===== config.mk =====
export PLATFORM = sky130hd
export DESIGN_NAME = char_row_renderer_flat
export DESIGN_NICKNAME = d
export VERILOG_FILES = /design/src/rtl/vga_text_pkg.sv /design/src/rtl/char_row_renderer_if.sv /design/src/rtl/char_row_renderer_glyph_code_mux.sv /design/src/rtl/char_row_renderer.sv /design/src/flat_wrapper.sv
export SDC_FILE = /design/constraint.sdc
export NUM_CORES = 1
export LEC_CHECK = 0
export CORE_ASPECT_RATIO = 0.75
export CORE_MARGIN = 1.5
export CORE_UTILIZATION = 30
export DETAILED_ROUTE_END_ITERATION = 10
export PLACE_DENSITY_LB_ADDON = 0.25
export SKIP_CTS_REPAIR_TIMING = 1
export SLEW_MARGIN = 20
export SYNTH_ARGS = -nofsm -noshare
export SYNTH_HDL_FRONTEND = slang
export SYNTH_SLANG_ARGS = --single-unit

===== constraint.sdc =====
create_clock -name clk -period 1.63 [get_ports clk]
set_clock_uncertainty 0.15 [all_clocks]
set_input_delay 0.326 -clock clk [delete_from_list [all_inputs] [get_ports clk]]
set_output_delay 0.326 -clock clk [all_outputs]
set_load 0.01 [all_outputs]

===== src/rtl/vga_text_pkg.sv =====
// Shared constants for the VGA text-line renderers: cell geometry, glyph codes and colours.
package vga_text_pkg;

  localparam int CELL_W = 8;
  localparam int CELL_H = 16;
  localparam int CODE_W = 5;

  // Glyph code = {bank[2:0], slot[1:0]}; bank 0 is the blank glyph.
  localparam logic [CODE_W-1:0] GLYPH_BLANK   = 5'b000_00;
  localparam logic [CODE_W-1:0] GLYPH_DIGIT_0 = 5'b100_00;
  localparam logic [CODE_W-1:0] GLYPH_DIGIT_1 = 5'b100_01;
  localparam logic [CODE_W-1:0] GLYPH_DIGIT_2 = 5'b100_10;
  localparam logic [CODE_W-1:0] GLYPH_DIGIT_3 = 5'b100_11;
  localparam logic [CODE_W-1:0] GLYPH_DIGIT_4 = 5'b101_00;
  localparam logic [CODE_W-1:0] GLYPH_DIGIT_5 = 5'b101_01;
  localparam logic [CODE_W-1:0] GLYPH_DIGIT_6 = 5'b101_10;
  localparam logic [CODE_W-1:0] GLYPH_DIGIT_7 = 5'b101_11;
  localparam logic [CODE_W-1:0] GLYPH_DIGIT_8 = 5'b110_00;
  localparam logic [CODE_W-1:0] GLYPH_DIGIT_9 = 5'b110_01;
  localparam logic [CODE_W-1:0] GLYPH_COLON   = 5'b110_10;
  localparam logic [CODE_W-1:0] GLYPH_RING    = 5'b110_11;
  localparam logic [CODE_W-1:0] GLYPH_BALL    = 5'b111_00;
  localparam logic [CODE_W-1:0] GLYPH_SLASH   = 5'b111_01;

  localparam logic [7:0] COLOR_BLACK = 8'h00;
  localparam logic [7:0] COLOR_GREEN = 8'h1C;

  typedef struct packed {
    logic [2:0] bank;
    logic [1:0] slot;
  } glyph_addr_t;

  function automatic logic isBlinkCode(input logic [CODE_W-1:0] code);
    return (code == GLYPH_RING) || (code == GLYPH_BALL);
  endfunction

endpackage


===== src/rtl/char_row_renderer_if.sv =====
// Glyph ROM read port: renderer drives the address triple, ROM answers combinationally.
interface char_row_renderer_if;

  logic [3:0] rom_sel;
  logic [1:0] rom_ad;
  logic [3:0] rom_lsby;
  logic [7:0] rom_data;

  modport master (output rom_sel, output rom_ad, output rom_lsby, input rom_data);
  modport slave  (input rom_sel, input rom_ad, input rom_lsby, output rom_data);

endinterface


===== src/rtl/char_row_renderer_glyph_code_mux.sv =====
// Picks the glyph code of one cell out of the packed per-line code vector.
module glyph_code_mux
  import vga_text_pkg::*;
#(
  parameter int N_CHARS = 8,
  parameter int COL_W   = 3
) (
  input  logic [CODE_W*N_CHARS-1:0] i_text_codes,
  input  logic [COL_W-1:0]          i_col,
  output logic [CODE_W-1:0]         o_code,
  output glyph_addr_t               o_addr,
  output logic                      o_blank
);

  logic [CODE_W-1:0] w_cells [N_CHARS];

  for (genvar g = 0; g < N_CHARS; g++) begin : g_cells
    assign w_cells[g] = i_text_codes[g*CODE_W +: CODE_W];
  end

  assign o_code      = w_cells[i_col];
  assign o_addr.bank = o_code[4:2];
  assign o_addr.slot = o_code[1:0];
  assign o_blank     = (o_code[4:2] == 3'd0);

endmodule


===== src/rtl/char_row_renderer.sv =====
// Two-stage glyph renderer for one text line: ROM address fetch, then pixel serialisation.
// Define CHAR_ROW_BLINK_EN to make the RING and ball glyphs blink 16 frames on / 16 off.
module char_row_renderer
  import vga_text_pkg::*;
#(
  parameter int         N_CHARS = 8,
  parameter int         X0      = 64,
  parameter int         Y0      = 32,
  parameter logic [7:0] FG      = 8'h1C,
  parameter logic [7:0] BG      = 8'h00
) (
  input  logic                      clk,
  input  logic                      reset,
  input  logic                      i_pix_tick,
  input  logic                      i_frame_tick,
  input  logic [9:0]                i_pixel_x,
  input  logic [9:0]                i_pixel_y,
  input  logic                      i_video_on,
  input  logic [CODE_W*N_CHARS-1:0] i_text_codes,
  char_row_renderer_if.master       rom,
  output logic                      o_text_on,
  output logic [7:0]                o_rgb
);

  localparam int COL_W = (N_CHARS > 1) ? $clog2(N_CHARS) : 1;

  localparam logic [9:0] X_LO = 10'(X0);
  localparam logic [9:0] X_HI = 10'(X0 + CELL_W * N_CHARS);
  localparam logic [9:0] Y_LO = 10'(Y0);
  localparam logic [9:0] Y_HI = 10'(Y0 + CELL_H);

  logic              w_hit;
  logic [9:0]        w_dx;
  logic [9:0]        w_dy;
  logic [COL_W-1:0]  w_col;
  logic [2:0]        w_bit;
  logic [3:0]        w_row;
  logic [CODE_W-1:0] w_code;
  glyph_addr_t       w_addr;
  logic              w_blank;
  logic              w_gate;
  logic              w_romBit;
  logic              w_textOnNext;
  logic              w_unused;

  logic [3:0] r_romSel;
  logic [1:0] r_romAd;
  logic [3:0] r_romLsby;
  logic       r_s1In;
  logic       r_s1Blank;
  logic [2:0] r_s1Bit;
  logic       r_s1Von;
  logic       r_s1Gate;
  logic       r_textOn;
  logic [7:0] r_rgb;

  // Bounds are checked on the raw coordinates so the subtraction below never wraps into the region.
  assign w_hit = (i_pixel_x >= X_LO) && (i_pixel_x < X_HI) &&
                 (i_pixel_y >= Y_LO) && (i_pixel_y < Y_HI);
  assign w_dx  = i_pixel_x - X_LO;
  assign w_dy  = i_pixel_y - Y_LO;
  assign w_col = w_dx[COL_W+2:3];
  assign w_bit = w_dx[2:0];
  assign w_row = w_dy[3:0];

  glyph_code_mux #(
    .N_CHARS (N_CHARS),
    .COL_W   (COL_W)
  ) u_codeMux (
    .i_text_codes (i_text_codes),
    .i_col        (w_col),
    .o_code       (w_code),
    .o_addr       (w_addr),
    .o_blank      (w_blank)
  );

`ifdef CHAR_ROW_BLINK_EN
  logic [4:0] r_frameCnt;

  always_ff @(posedge clk) begin
    if (reset) begin
      r_frameCnt <= 5'd0;
    end else if (i_frame_tick) begin
      r_frameCnt <= r_frameCnt + 5'd1;
    end
  end

  // Sampled with the pixel in stage 1, so a simultaneous frame_tick sees the old count.
  assign w_gate = ~isBlinkCode(w_code) | r_frameCnt[4];
`else
  assign w_gate = 1'b1;
`endif

  assign w_unused = ^{i_frame_tick, w_code, w_dx[9:COL_W+3], w_dy[9:4]};

  always_ff @(posedge clk) begin
    if (reset) begin
      r_romSel  <= 4'd0;
      r_romAd   <= 2'd0;
      r_romLsby <= 4'd0;
      r_s1In    <= 1'b0;
      r_s1Blank <= 1'b0;
      r_s1Bit   <= 3'd0;
      r_s1Von   <= 1'b0;
      r_s1Gate  <= 1'b0;
    end else if (i_pix_tick) begin
      if (w_hit) begin
        r_romSel  <= {1'b0, w_addr.bank};
        r_romAd   <= w_addr.slot;
        r_romLsby <= w_row;
      end
      r_s1In    <= w_hit;
      r_s1Blank <= w_blank;
      r_s1Bit   <= w_bit;
      r_s1Von   <= i_video_on;
      r_s1Gate  <= w_gate;
    end
  end

  assign w_romBit     = rom.rom_data[3'd7 - r_s1Bit];
  assign w_textOnNext = r_s1In & ~r_s1Blank & w_romBit & r_s1Gate;

  always_ff @(posedge clk) begin
    if (reset) begin
      r_textOn <= 1'b0;
      r_rgb    <= 8'h00;
    end else if (i_pix_tick) begin
      r_textOn <= w_textOnNext;
      r_rgb    <= r_s1Von ? (w_textOnNext ? FG : BG) : 8'h00;
    end
  end

  assign rom.rom_sel  = r_romSel;
  assign rom.rom_ad   = r_romAd;
  assign rom.rom_lsby = r_romLsby;
  assign o_text_on    = r_textOn;
  assign o_rgb        = r_rgb;

endmodule

===== src/flat_wrapper.sv =====
// flat-port wrapper written by rule: the top's interface ports become plain ports
module char_row_renderer_flat import vga_text_pkg::*;
#(
  parameter int         N_CHARS = 8,
  parameter int         X0      = 64,
  parameter int         Y0      = 32,
  parameter logic [7:0] FG      = 8'h1C,
  parameter logic [7:0] BG      = 8'h00
)
  (clk, reset, i_pix_tick, i_frame_tick, i_pixel_x, i_pixel_y, i_video_on, i_text_codes, o_text_on, o_rgb, rom_rom_sel, rom_rom_ad, rom_rom_lsby, rom_rom_data);
  char_row_renderer_if rom_i ();
  input  logic clk;
  input  logic reset;
  input  logic i_pix_tick;
  input  logic i_frame_tick;
  input  logic [9:0] i_pixel_x;
  input  logic [9:0] i_pixel_y;
  input  logic i_video_on;
  input  logic [CODE_W*N_CHARS-1:0] i_text_codes;
  output logic o_text_on;
  output logic [7:0] o_rgb;
  output wire logic [$bits(rom_i.rom_sel)-1:0] rom_rom_sel;
  output wire logic [$bits(rom_i.rom_ad)-1:0] rom_rom_ad;
  output wire logic [$bits(rom_i.rom_lsby)-1:0] rom_rom_lsby;
  input wire logic [$bits(rom_i.rom_data)-1:0] rom_rom_data;
  assign rom_rom_sel = rom_i.rom_sel;
  assign rom_rom_ad = rom_i.rom_ad;
  assign rom_rom_lsby = rom_i.rom_lsby;
  assign rom_i.rom_data = rom_rom_data;
  char_row_renderer #(.N_CHARS(N_CHARS), .X0(X0), .Y0(Y0), .FG(FG), .BG(BG)) u_core (.clk(clk), .reset(reset), .i_pix_tick(i_pix_tick), .i_frame_tick(i_frame_tick), .i_pixel_x(i_pixel_x), .i_pixel_y(i_pixel_y), .i_video_on(i_video_on), .i_text_codes(i_text_codes), .rom(rom_i), .o_text_on(o_text_on), .o_rgb(o_rgb));
endmodule

==> out/summary.json <==
{
  "pin_count": 92,
  "worst_path_max_fanout": 2,
  "std_cell_rows": 19,
  "combined_flip_flop_and_latch_cell_area_um2": 360,
  "dieWidth_um": 76.2,
  "worstPathCellList": "clkdlybuf4s50_1",
  "area_growth_syn_to_layout_pct": 94.8,
  "globalRouteOverflowTotal": 0,
  "total_inserted_antenna_cells": 0,
  "synth_largest_type_area_fraction_pct": 29.9,
  "power_leakage_nw": 1.14,
  "hold_violations": 0,
  "drive_gt1_share_pct": 23.9,
  "cts_inserted_buffers": 3,
  "multi_input_comb_area_um2": 800,
  "min-delay-start": "u_core.rom.rom_lsby[1]$_SDFFE_PP0P_",
  "postSynthCellCount": 105,
  "globalplace.congestion": 0.908,
  "critical-path-slowest-cell": "sky130_fd_sc_hd__clkdlybuf4s50_1",
  "power-per-cell-area_nw_per_um2": 481,
  "flops_latches_synth": 18,
  "final_critical_path_setup_slack_ns": 0.0200,
  "async_flop_share_pct": 0,
  "grt_start_max_net_pins": 11,
  "drt_pre_antenna_iters": 4,
  "clock_sinks": 18,
  "vias_in_the_first_global_route": 1318,
  "hpwlAfterDp_um": 3060,
  "antenna_found_initial": 0,
  "ys.warnings.count": 0,
  "worstPathArrival_ns": 1.13,
  "timing.max_cap.violations": 0,
  "crit_path_max_incr_delay_ns": 0.56,
  "crit-reg2reg-launch": "u_core.r_s1Bit[0]$_SDFFE_PP0P_",
  "synth-main-ff-cell": "sky130_fd_sc_hd__dfxtp_1",
  "max_freq_mhz": 621,
  "post_synth_edffs": 0,
  "post_synth_num_cell_types": 33,
  "grt_use_total_pct": 16.4,
  "die-height_um": 57.9,
  "synth_seq_area_share_pct": 29.9,
  "nNetsFinal": 276,
  "cts_root_buf": "sky130_fd_sc_hd__clkbuf_8",
  "status": "complete, no violations",
  "post-route-drc-count": 0,
  "critPathTopFamily": "buffers and inverters",
  "wl_per_cell_um": 15.8,
  "max-clock-path-buffers": 2,
  "clk_pin_slew_ns": 0.07,
  "place_worst_setup_slack_ns": -0.517,
  "fp.coreArea_um2": 3760,
  "setup_viols_final": 0,
  "worstSetupEndpointType": "output pin",
  "clock_tree.htree_level_count": 1,
  "worst_hold_path_type": "register to register",
  "period_needed_ns": 1.61,
  "cts_tree": "built",
  "final.fill_count": 321,
  "cp.buffers_inverters": 1,
  "post_drt_via_cell_ratio": 5.03,
  "launching_element_of_the_worst_setup_path": "u_core.rom.rom_sel[0]$_SDFFE_PP0P_",
  "fin_util_pct": 62.6,
  "global_route_wire_length_before_repair_um": 5750,
  "synthMostInstantiatedCell": "sky130_fd_sc_hd__dfxtp_1",
  "detail_route.iter0.violations": 76,
  "worstSkewPairLatency_ns": 0.25,
  "antenna_violating_nets_post_route": 0,
  "io_buffer_count": 84,
  "netlist.top_cell.by_area": "sky130_fd_sc_hd__dfxtp_1",
  "yosys-top-cells-count": "sky130_fd_sc_hd__dfxtp_1 (18), sky130_fd_sc_hd__mux2i_1 (10), sky130_fd_sc_hd__mux4_1 (10)",
  "worst_ir_drop_vdd_v": 0.000228,
  "synth.top_cells.by_area": "sky130_fd_sc_hd__dfxtp_1 (30%), sky130_fd_sc_hd__mux4_1 (22%), sky130_fd_sc_hd__mux2i_1 (8.3%)",
  "synth.cell_area_um2": 1210,
  "critPathRequiredTime_ns": 1.15,
  "num_vias": 1273,
  "die_area_um2": 4410,
  "finalCritPeriodShare_pct": 98.8,
  "setup.worst_path.class": "register to output pin",
  "startpoint_type": "register",
  "maxSlewViolCount": 0,
  "mean_area_per_synthesized_cell_um2": 11.5,
  "initial_core_util_pct": 32.1,
  "total_power_w": 0.00113,
  "drt_wl_total_um": 4000
}
final cells by class:
cell class / count / area share (%)
Tap cell: 52 / 2.77
Multi-Input combinational cell: 75 / 34.0
Timing Repair Buffer: 104 / 46.0
Clock buffer: 3 / 1.76
Sequential cell: 18 / 15.3
Inverter: 1 / 0.160
cell usage in the layout (no fill, tap or decap):
cell                              instances
sky130_fd_sc_hd__mux4_2                   7
sky130_fd_sc_hd__o31ai_2                  3
sky130_fd_sc_hd__dlymetal6s2s_1          21
sky130_fd_sc_hd__a211oi_2                 5
sky130_fd_sc_hd__inv_1                    1
sky130_fd_sc_hd__nor2_1                   7
sky130_fd_sc_hd__a41o_1                   1
sky130_fd_sc_hd__nor4bb_1                 1
sky130_fd_sc_hd__dfxtp_1                 18
sky130_fd_sc_hd__nor2b_1                  1
sky130_fd_sc_hd__o31ai_1                  2
sky130_fd_sc_hd__nor4_4                   1
sky130_fd_sc_hd__clkbuf_8                 3
sky130_fd_sc_hd__nand4b_1                 1
sky130_fd_sc_hd__buf_12                   1
sky130_fd_sc_hd__clkbuf_16                1
sky130_fd_sc_hd__mux2i_1                  7
sky130_fd_sc_hd__a31oi_1                  5
sky130_fd_sc_hd__nand4_1                  4
sky130_fd_sc_hd__nand2b_1                 1
sky130_fd_sc_hd__a21oi_1                  5
sky130_fd_sc_hd__o21ai_0                  1
sky130_fd_sc_hd__clkbuf_2                 1
sky130_fd_sc_hd__nor3b_2                  1
sky130_fd_sc_hd__or4bb_4                  1
sky130_fd_sc_hd__buf_6                    3
sky130_fd_sc_hd__nor3_4                   1
sky130_fd_sc_hd__nand2_1                  2
sky130_fd_sc_hd__or4_4                    1
sky130_fd_sc_hd__nor3b_1                  1
sky130_fd_sc_hd__clkdlybuf4s50_1         62
sky130_fd_sc_hd__or3b_4                   1
sky130_fd_sc_hd__buf_4                   15
sky130_fd_sc_hd__mux4_1                   5
sky130_fd_sc_hd__nand3_1                  1
sky130_fd_sc_hd__mux2i_2                  3
sky130_fd_sc_hd__conb_1                   6
per-stage QoR:
stage / setup TNS (ns) / cell area (um^2) / instances / hold WS (ns)
finish: 0 / 2350 / 253 / 0.325
global route: -0.0814 / 2350 / 253 / 0.341
CTS: -2.34 / 2210 / 250 / 0.328
detailed placement: -5.44 / 2170 / 247 / 0.313
global placement: -4.96 / 2170 / 247 / 0.295
floorplan: 0 / 1220 / 110 / 0.285
routing by layer:
layer  global-route usage [%]  part of all wire [%]  vias up
met5                        0                     0        -
met4                     6.88                   2.3        0
met3                     3.94                   4.2       10
met2                     31.8                    52       54
met1                     17.2                    42      608
li1                         -                     -      601
state kept, by name, indices dropped and copies added, names as in the netlist:
signal,cells
u_core.o_text_on,1
u_core.r_s1Bit,3
u_core.rom.rom_sel,3
u_core.r_s1Blank,1
u_core.rom.rom_lsby,4
u_core.r_s1In,1
u_core.o_rgb,1
u_core.r_s1Gate,1
u_core.rom.rom_ad,2
u_core.r_s1Von,1
logic make-up after synthesis:
| group | count (synthesis) | share of synthesized area [%] |
|---|---|---|
| compound gates | 22 | 12.1 |
| mux | 22 | 33.8 |
| other cells | 1 | 0.311 |
| simple gates | 25 | 14.9 |
| buf+inv | 17 | 8.92 |
| flops | 18 | 29.9 |
final timing paths:
kind	end	slack (ns)	depth (start not counted)
setup / recovery	rom_rom_sel[0]	0.02	1
hold reg to reg	u_core.rom.rom_lsby[1]$_SDFFE_PP0P_	0.32	2
hold / removal	u_core.rom.rom_lsby[1]$_SDFFE_PP0P_	0.32	2
setup reg to reg	u_core.o_text_on$_SDFFE_PP0P_	0.13	3
report_power, final:
part           switching (W)  leakage [nW]  internal, W
sequential        0.00000677         0.146     0.000449
clock               0.000145        0.0216     0.000164
combinational       0.000113         0.976     0.000253
total               0.000265          1.14     0.000866
worst reg2reg max path, stage by stage, from the launching register on:
cell	delay, ns
sky130_fd_sc_hd__dfxtp_1	0.40
sky130_fd_sc_hd__mux4_2	0.51
sky130_fd_sc_hd__mux2i_1	0.21
sky130_fd_sc_hd__o21ai_0	0.12
Power figures use the tool's default switching activity.
